$ cat config.mk
export PLATFORM = sky130hd
export DESIGN_NAME = elevator_call_panel
export DESIGN_NICKNAME = d
export VERILOG_FILES = /design/src/rtl/elevator_call_panel.sv
export SDC_FILE = /design/constraint.sdc
export NUM_CORES = 1
export LEC_CHECK = 0
export CAP_MARGIN = 20
export CORE_MARGIN = 2
export CORE_UTILIZATION = 38
export DETAILED_ROUTE_END_ITERATION = 8
export SLEW_MARGIN = 20
export SYNTH_ARGS = -nofsm -noshare
export SYNTH_HDL_FRONTEND = slang
export SYNTH_SLANG_ARGS = --single-unit
export TNS_END_PERCENT = 100
$ cat constraint.sdc
create_clock -name clk -period 4.81 [get_ports clk]
set_input_delay 1.443 -clock clk [delete_from_list [all_inputs] [get_ports clk]]
set_output_delay 1.443 -clock clk [all_outputs]
set_load 0.005 [all_outputs]
$ cat src/rtl/elevator_call_panel.sv
// elevator_call_panel: button presses -> (from,to) requests via FIFO + valid/ready.
// Optional CALL_DEBOUNCE_EN: per-bit debounce filter ahead of edge detection.
module elevator_call_panel #(
  parameter int N_FLOORS   = 9,
  parameter int FIFO_DEPTH = 4,
  parameter int TIMEOUT    = 16,
  parameter int DB_CYCLES  = 4
) (
  input  logic                               clk,
  input  logic                               rst,
  input  logic [N_FLOORS-1:0]                hall_btn,
  input  logic [N_FLOORS-1:0]                car_btn,
  output logic                               req_valid,
  output logic [3:0]                         req_from,
  output logic [3:0]                         req_to,
  input  logic                               req_ready,
  output logic [$clog2(FIFO_DEPTH+1)-1:0]    fifo_count,
  output logic                               fifo_full,
  output logic                               busy,
  output logic                               drop_pulse
);

  localparam int CW = $clog2(FIFO_DEPTH+1);
  localparam int PW = (FIFO_DEPTH > 1) ? $clog2(FIFO_DEPTH) : 1;
  localparam int TW = $clog2(TIMEOUT+1);

  typedef enum logic {S_IDLE, S_WAIT} state_t;

  logic [N_FLOORS-1:0] hall_lvl, car_lvl;
  logic [N_FLOORS-1:0] hall_q, car_q;

`ifdef CALL_DEBOUNCE_EN
  localparam int DW = $clog2(DB_CYCLES+1);
  logic [DW-1:0] hall_cnt [N_FLOORS];
  logic [DW-1:0] car_cnt  [N_FLOORS];

  // Filtered level flips only after DB_CYCLES differing samples in a row
  always_ff @(posedge clk) begin
    if (rst) begin
      hall_lvl <= hall_btn;
      car_lvl  <= car_btn;
      for (int i = 0; i < N_FLOORS; i++) begin
        hall_cnt[i] <= '0;
        car_cnt[i]  <= '0;
      end
    end else begin
      for (int i = 0; i < N_FLOORS; i++) begin
        if (hall_btn[i] == hall_lvl[i]) begin
          hall_cnt[i] <= '0;
        end else if (hall_cnt[i] == DW'(DB_CYCLES-1)) begin
          hall_lvl[i] <= hall_btn[i];
          hall_cnt[i] <= '0;
        end else begin
          hall_cnt[i] <= hall_cnt[i] + 1'b1;
        end
        if (car_btn[i] == car_lvl[i]) begin
          car_cnt[i] <= '0;
        end else if (car_cnt[i] == DW'(DB_CYCLES-1)) begin
          car_lvl[i] <= car_btn[i];
          car_cnt[i] <= '0;
        end else begin
          car_cnt[i] <= car_cnt[i] + 1'b1;
        end
      end
    end
  end
`else
  assign hall_lvl = hall_btn;
  assign car_lvl  = car_btn;
`endif

  // Edge history; loads raw levels in reset so held buttons never fire
  always_ff @(posedge clk) begin
    if (rst) begin
      hall_q <= hall_btn;
      car_q  <= car_btn;
    end else begin
      hall_q <= hall_lvl;
      car_q  <= car_lvl;
    end
  end

  function automatic logic [3:0] first_code(input logic [N_FLOORS-1:0] e);
    logic [3:0] c;
    c = '0;
    for (int i = N_FLOORS-1; i >= 0; i--)
      if (e[i]) c = 4'(i+1);
    return c;
  endfunction

  function automatic logic [PW-1:0] ptr_inc(input logic [PW-1:0] p);
    return (p == PW'(FIFO_DEPTH-1)) ? '0 : p + 1'b1;
  endfunction

  state_t        state;
  logic [3:0]    from_r;
  logic [TW-1:0] timer;

  logic [3:0] mem_from [FIFO_DEPTH];
  logic [3:0] mem_to   [FIFO_DEPTH];
  logic [FIFO_DEPTH-1:0] vld;
  logic [PW-1:0] rd_ptr, wr_ptr, rd_n;
  logic [CW-1:0] count_n;
  logic [3:0]    head_from_n, head_to_n;

  logic [3:0] hall_code, car_code;
  logic in_wait, car_hit, pair_req, dup, pop, push, reject;

  assign hall_code = first_code(hall_lvl & ~hall_q);
  assign car_code  = first_code(car_lvl & ~car_q);
  assign in_wait   = (state == S_WAIT);
  assign busy      = in_wait;
  assign fifo_full = (fifo_count == CW'(FIFO_DEPTH));

  // Accept/reject decision and next FIFO head
  always_comb begin
    pop      = req_valid & req_ready;
    car_hit  = in_wait && (car_code != 4'd0);
    pair_req = car_hit && (car_code != from_r);
    dup      = 1'b0;
    for (int i = 0; i < FIFO_DEPTH; i++)
      if (vld[i] && mem_from[i] == from_r && mem_to[i] == car_code)
        dup = 1'b1;
    push   = pair_req && !dup && (!fifo_full || pop);
    reject = (car_hit && car_code == from_r)
           || (pair_req && !dup && fifo_full && !pop)
           || (in_wait && car_code == 4'd0 && timer == '0);
    rd_n = pop ? ptr_inc(rd_ptr) : rd_ptr;
    unique case ({push, pop})
      2'b10:   count_n = fifo_count + 1'b1;
      2'b01:   count_n = fifo_count - 1'b1;
      default: count_n = fifo_count;
    endcase
    if (push && rd_n == wr_ptr) begin
      head_from_n = from_r;
      head_to_n   = car_code;
    end else begin
      head_from_n = mem_from[rd_n];
      head_to_n   = mem_to[rd_n];
    end
  end

  // Call FSM: latch origin, wait for destination, time out
  always_ff @(posedge clk) begin
    if (rst) begin
      state      <= S_IDLE;
      from_r     <= '0;
      timer      <= '0;
      drop_pulse <= 1'b0;
    end else begin
      drop_pulse <= reject;
      unique case (state)
        S_IDLE: begin
          if (hall_code != 4'd0) begin
            from_r <= hall_code;
            timer  <= TW'(TIMEOUT-1);
            state  <= S_WAIT;
          end
        end
        S_WAIT: begin
          if (car_code != 4'd0 || timer == '0)
            state <= S_IDLE;
          else
            timer <= timer - 1'b1;
        end
      endcase
    end
  end

  // Queue storage
  always_ff @(posedge clk) begin
    if (push) begin
      mem_from[wr_ptr] <= from_r;
      mem_to[wr_ptr]   <= car_code;
    end
  end

  // Queue control and registered request outputs
  always_ff @(posedge clk) begin
    if (rst) begin
      rd_ptr     <= '0;
      wr_ptr     <= '0;
      vld        <= '0;
      fifo_count <= '0;
      req_valid  <= 1'b0;
      req_from   <= 4'd0;
      req_to     <= 4'd0;
    end else begin
      if (pop) begin
        vld[rd_ptr] <= 1'b0;
        rd_ptr      <= rd_n;
      end
      if (push) begin
        vld[wr_ptr] <= 1'b1;
        wr_ptr      <= ptr_inc(wr_ptr);
      end
      fifo_count <= count_n;
      req_valid  <= (count_n != '0);
      req_from   <= (count_n != '0) ? head_from_n : 4'd0;
      req_to     <= (count_n != '0) ? head_to_n : 4'd0;
    end
  end

endmodule

==> impl_metrics.env <==
export IMPL_status="completed"
export IMPL_fp_coreArea_sq_mm=0.0104
export IMPL_cap_violations=0
export IMPL_synth_common_cells="dfxtp_1 (49), edfxtp_1 (32), nand2_1 (29)"
export IMPL_tns_ns=0
export IMPL_htree_levels=3
export IMPL_place_congestion=0.908
export IMPL_via_per_inst=5.15
export IMPL_synthCells=389
export IMPL_cp_slowest_cell="or3_1"
export IMPL_synth_area_sq_mm=0.00408
export IMPL_hold_violations=0
export IMPL_dieArea_sq_mm=0.0116
export IMPL_netSwitchingPower_mw=0.622
export IMPL_rsz0062_at_grt="yes"
export IMPL_cp_max_fo=7
export IMPL_post_route_period_util_pct=96.5
export IMPL_initial_core_util_pct=39.3
export IMPL_switching_share_pct=29.6
export IMPL_drtAntennaViolNets=0
export IMPL_yosys_register_bits=81
export IMPL_synth_top_area_share_pct=24.0
export IMPL_synth_cell_type_count=59
export IMPL_final_nets=518
export IMPL_crit_type="input pin to flop"
export IMPL_setup_viol=0
export IMPL_syn_num_nets=422
export IMPL_seq_area_frac_synth_pct=47.6
export IMPL_antenna_found_initial=0
export IMPL_grt_first_pass_wirelength_mm=16.0
export IMPL_die_x_um=108
export IMPL_synth_area_leaders="dfxtp_1 (24%), edfxtp_1 (24%), mux2i_1 (4.4%), xor2_1 (4.1%), ha_1 (3.4%)"
export IMPL_ir_worst_vdd_mv=0.157
export IMPL_final_cells=626
export IMPL_area_growth_synth_to_final_pct=34.7
export IMPL_yosysWarnings=0
export IMPL_skew_ns=0.0143
export IMPL_drive_gt1_share_pct=27.3
export IMPL_post_drt_wl_per_cell_um=15.9
export IMPL_synth_async_reset_ratio_pct=0
export IMPL_p_seq_share_pct=40.6
export IMPL_max_freq_mhz=215
export IMPL_drtIter0Drc=164
export IMPL_wl_met1_mm=4.36
export IMPL_die_y_um=108
export IMPL_post_route_drc_count=0
export IMPL_finalCriticalPeriod_ns=4.64
export IMPL_worstPathRequired_ns=5.12
export IMPL_worst_setup_path_end_kind="flop"
export IMPL_pin_count=36
export IMPL_cts_tree="built"
export IMPL_first_pass_iters=4
export IMPL_io_buffers=35
export IMPL_hp_class="flop to flop"
export IMPL_top_layer_used="met4"
export IMPL_comb_power_share_pct=30.1
export IMPL_grt_pass1_vias=3200
export IMPL_grt_max_degree=26
export IMPL_slew_violations=0
export IMPL_clkTransAtPathRegs_ns=0.08
export IMPL_cpMostUsedCell="buf_4"
export IMPL_yosys_area_top_type="dfxtp_1"
export IMPL_track_usage_pct=18.2
export IMPL_clock_latency_ns=0.36
export IMPL_leakage_nw=2.21
export IMPL_dr_wl_met3_um=349
export IMPL_clock_root_buffer="clkbuf_8"
export IMPL_synth_most_common_cell="dfxtp_1"
export IMPL_clock_sinks=81
export IMPL_slowest_delay_ns=0.36
export IMPL_synth_top_flop_cell="dfxtp_1"
export IMPL_insertedDiodeCount=0
export IMPL_worstMarginPinSlew_ns=0.648
export IMPL_slew_headroom_pct=56.7
export IMPL_worstPathArrival_ns=4.95
export IMPL_dr_wl_met2_mm=5.05
export IMPL_start_kind="input pin"
export IMPL_synth_edf_count=32
export IMPL_overflow=0
export IMPL_powerDensity_mw_per_mm2=383
export IMPL_internal_power_mw=1.48
export IMPL_syn_area_per_cell_sq_um=10.5
export IMPL_fill_cells=967
export IMPL_dp_hpwl_mm=7.15
export IMPL_crit_chain="clkdlybuf4s15_1 > and2b_4 > buf_4 > nor4_4 > buf_4 > buf_4 > nor2_2 > xnor2_1 > a41oi_2 > o2bb2ai_2 > nand3_2 > ha_4 > fa_2 > xnor2_2 > or3_1 > a21oi_2 > nor2_2 > buf_6 > a211oi_2 > mux2_4"
export IMPL_rows=37
export IMPL_numCtsBuffers=9
export IMPL_dr_total_vias=3221
export IMPL_clock_path_buffers=2
export IMPL_dpl_cell_count=596
export IMPL_wl_mm=9.96
export IMPL_p_clk_share_pct=29.3
export IMPL_holdWs_ns=0.484
## per-stage QoR
| stage | setup WS [ns] | total power, mW | area [sq um] | util [%] |
|---|---|---|---|---|
| finish | 0.168 | 2.10 | 5500 | 53.0 |
| global route | -0.0212 | 2.21 | 5500 | 53.0 |
| CTS | 0.00430 | 2.09 | 5340 | 51.5 |
| detailed placement | -0.536 | 1.42 | 4930 | 47.5 |
| global placement | -0.452 | 1.40 | 4930 | 47.5 |
| floorplan | 0.0131 | 1.17 | 4110 | - |
## cells by family (layout without fill, tap and decap cells)
| group | Yosys count | count (layout) | share of synthesized area [%] |
|---|---|---|---|
| AND/OR/NAND/NOR | 145 | 145 | 20.7 |
| flip-flops | 81 | 81 | 47.6 |
| AO/OA/AOI/OAI | 65 | 65 | 11.1 |
| XOR/XNOR | 33 | 33 | 7.08 |
| buffers and inverters | 29 | 130 | 3.07 |
| multiplexers | 24 | 24 | 6.53 |
| adder cells (fa/ha/maj) | 12 | 12 | 3.86 |
## repair_timing
item,4_1_cts,5_1_grt
cloned,1,0
pin swaps,14,16
gates resized for setup,30,34
hold buffers,0,0
setup endpoints to repair,9,9
setup buffers,7,6
## worst max-delay path, delay by kind of cell
kind / cells / cell delay (ns)
buffers and inverters: 5 / 0.80
XOR/XNOR: 2 / 0.30
adder cells (fa/ha/maj): 2 / 0.54
AND/OR/NAND/NOR: 6 / 1.03
multiplexers: 1 / 0.17
AO/OA/AOI/OAI: 4 / 0.67
## layout make-up
| class | instances | area [sq um] | share of cell area (%) |
|---|---|---|---|
| clock buffers | 12 | 145 | 2.64 |
| multi-input cells | 279 | 2230 | 40.5 |
| clock inverters | 4 | 98.8 | 1.80 |
| well taps | 136 | 170 | 3.10 |
| inverters | 17 | 71.3 | 1.30 |
| repair buffers | 97 | 843 | 15.3 |
| flip-flops and latches | 81 | 1940 | 35.3 |
## cells in the final DEF, fill, tap and decap left out, drive strengths merged, types with 14 or more instances in the layout
cell / n
nor2: 25
clkdlybuf4s50: 26
nor2b: 18
xnor2: 14
buf: 63
inv: 18
a211oi: 15
dfxtp: 49
edfxtp: 32
nand2b: 19
nand2: 29
a21oi: 17
mux2i: 18
xor2: 19
## flip-flops by register name, indices dropped and copies added (netlist names), 3 cells and up
register,count
mem_from,16
mem_to,16
car_q,9
hall_q,9
timer,5
from_r,4
req_from,4
req_to,4
vld,4
fifo_count,3
## path summary, 6_finish.rpt
| check | cells past startpoint | start | slack [ns] | endpoint |
|---|---|---|---|---|
| setup / recovery | 20 | car_btn[3] | 0.17 | req_to[2] |
| hold / removal | 2 | vld[2] | 0.48 | vld[2] |
| setup reg to reg | 18 | car_q[4] | 0.98 | req_to[2] |
| hold reg to reg | 2 | vld[2] | 0.48 | vld[2] |
## metal layers
layer	vias to the layer above	track usage, %
li1	1581	-
met1	1556	22.1
met2	65	31.6
met3	19	3.39
met4	0	7.51
met5	-	0
## power by group through the flow
stage          Clock (mW)  Combinational (mW)  Sequential [mW]
3_5_place_dp            0               0.550            0.868
6_report            0.617               0.633            0.854
5_1_grt             0.657               0.691            0.864
4_1_cts             0.629               0.610            0.853
3_3_place_gp            0               0.538            0.866
2_1_floorplan           0               0.320            0.848
No activity file was read; power rests on OpenSTA's default activity.
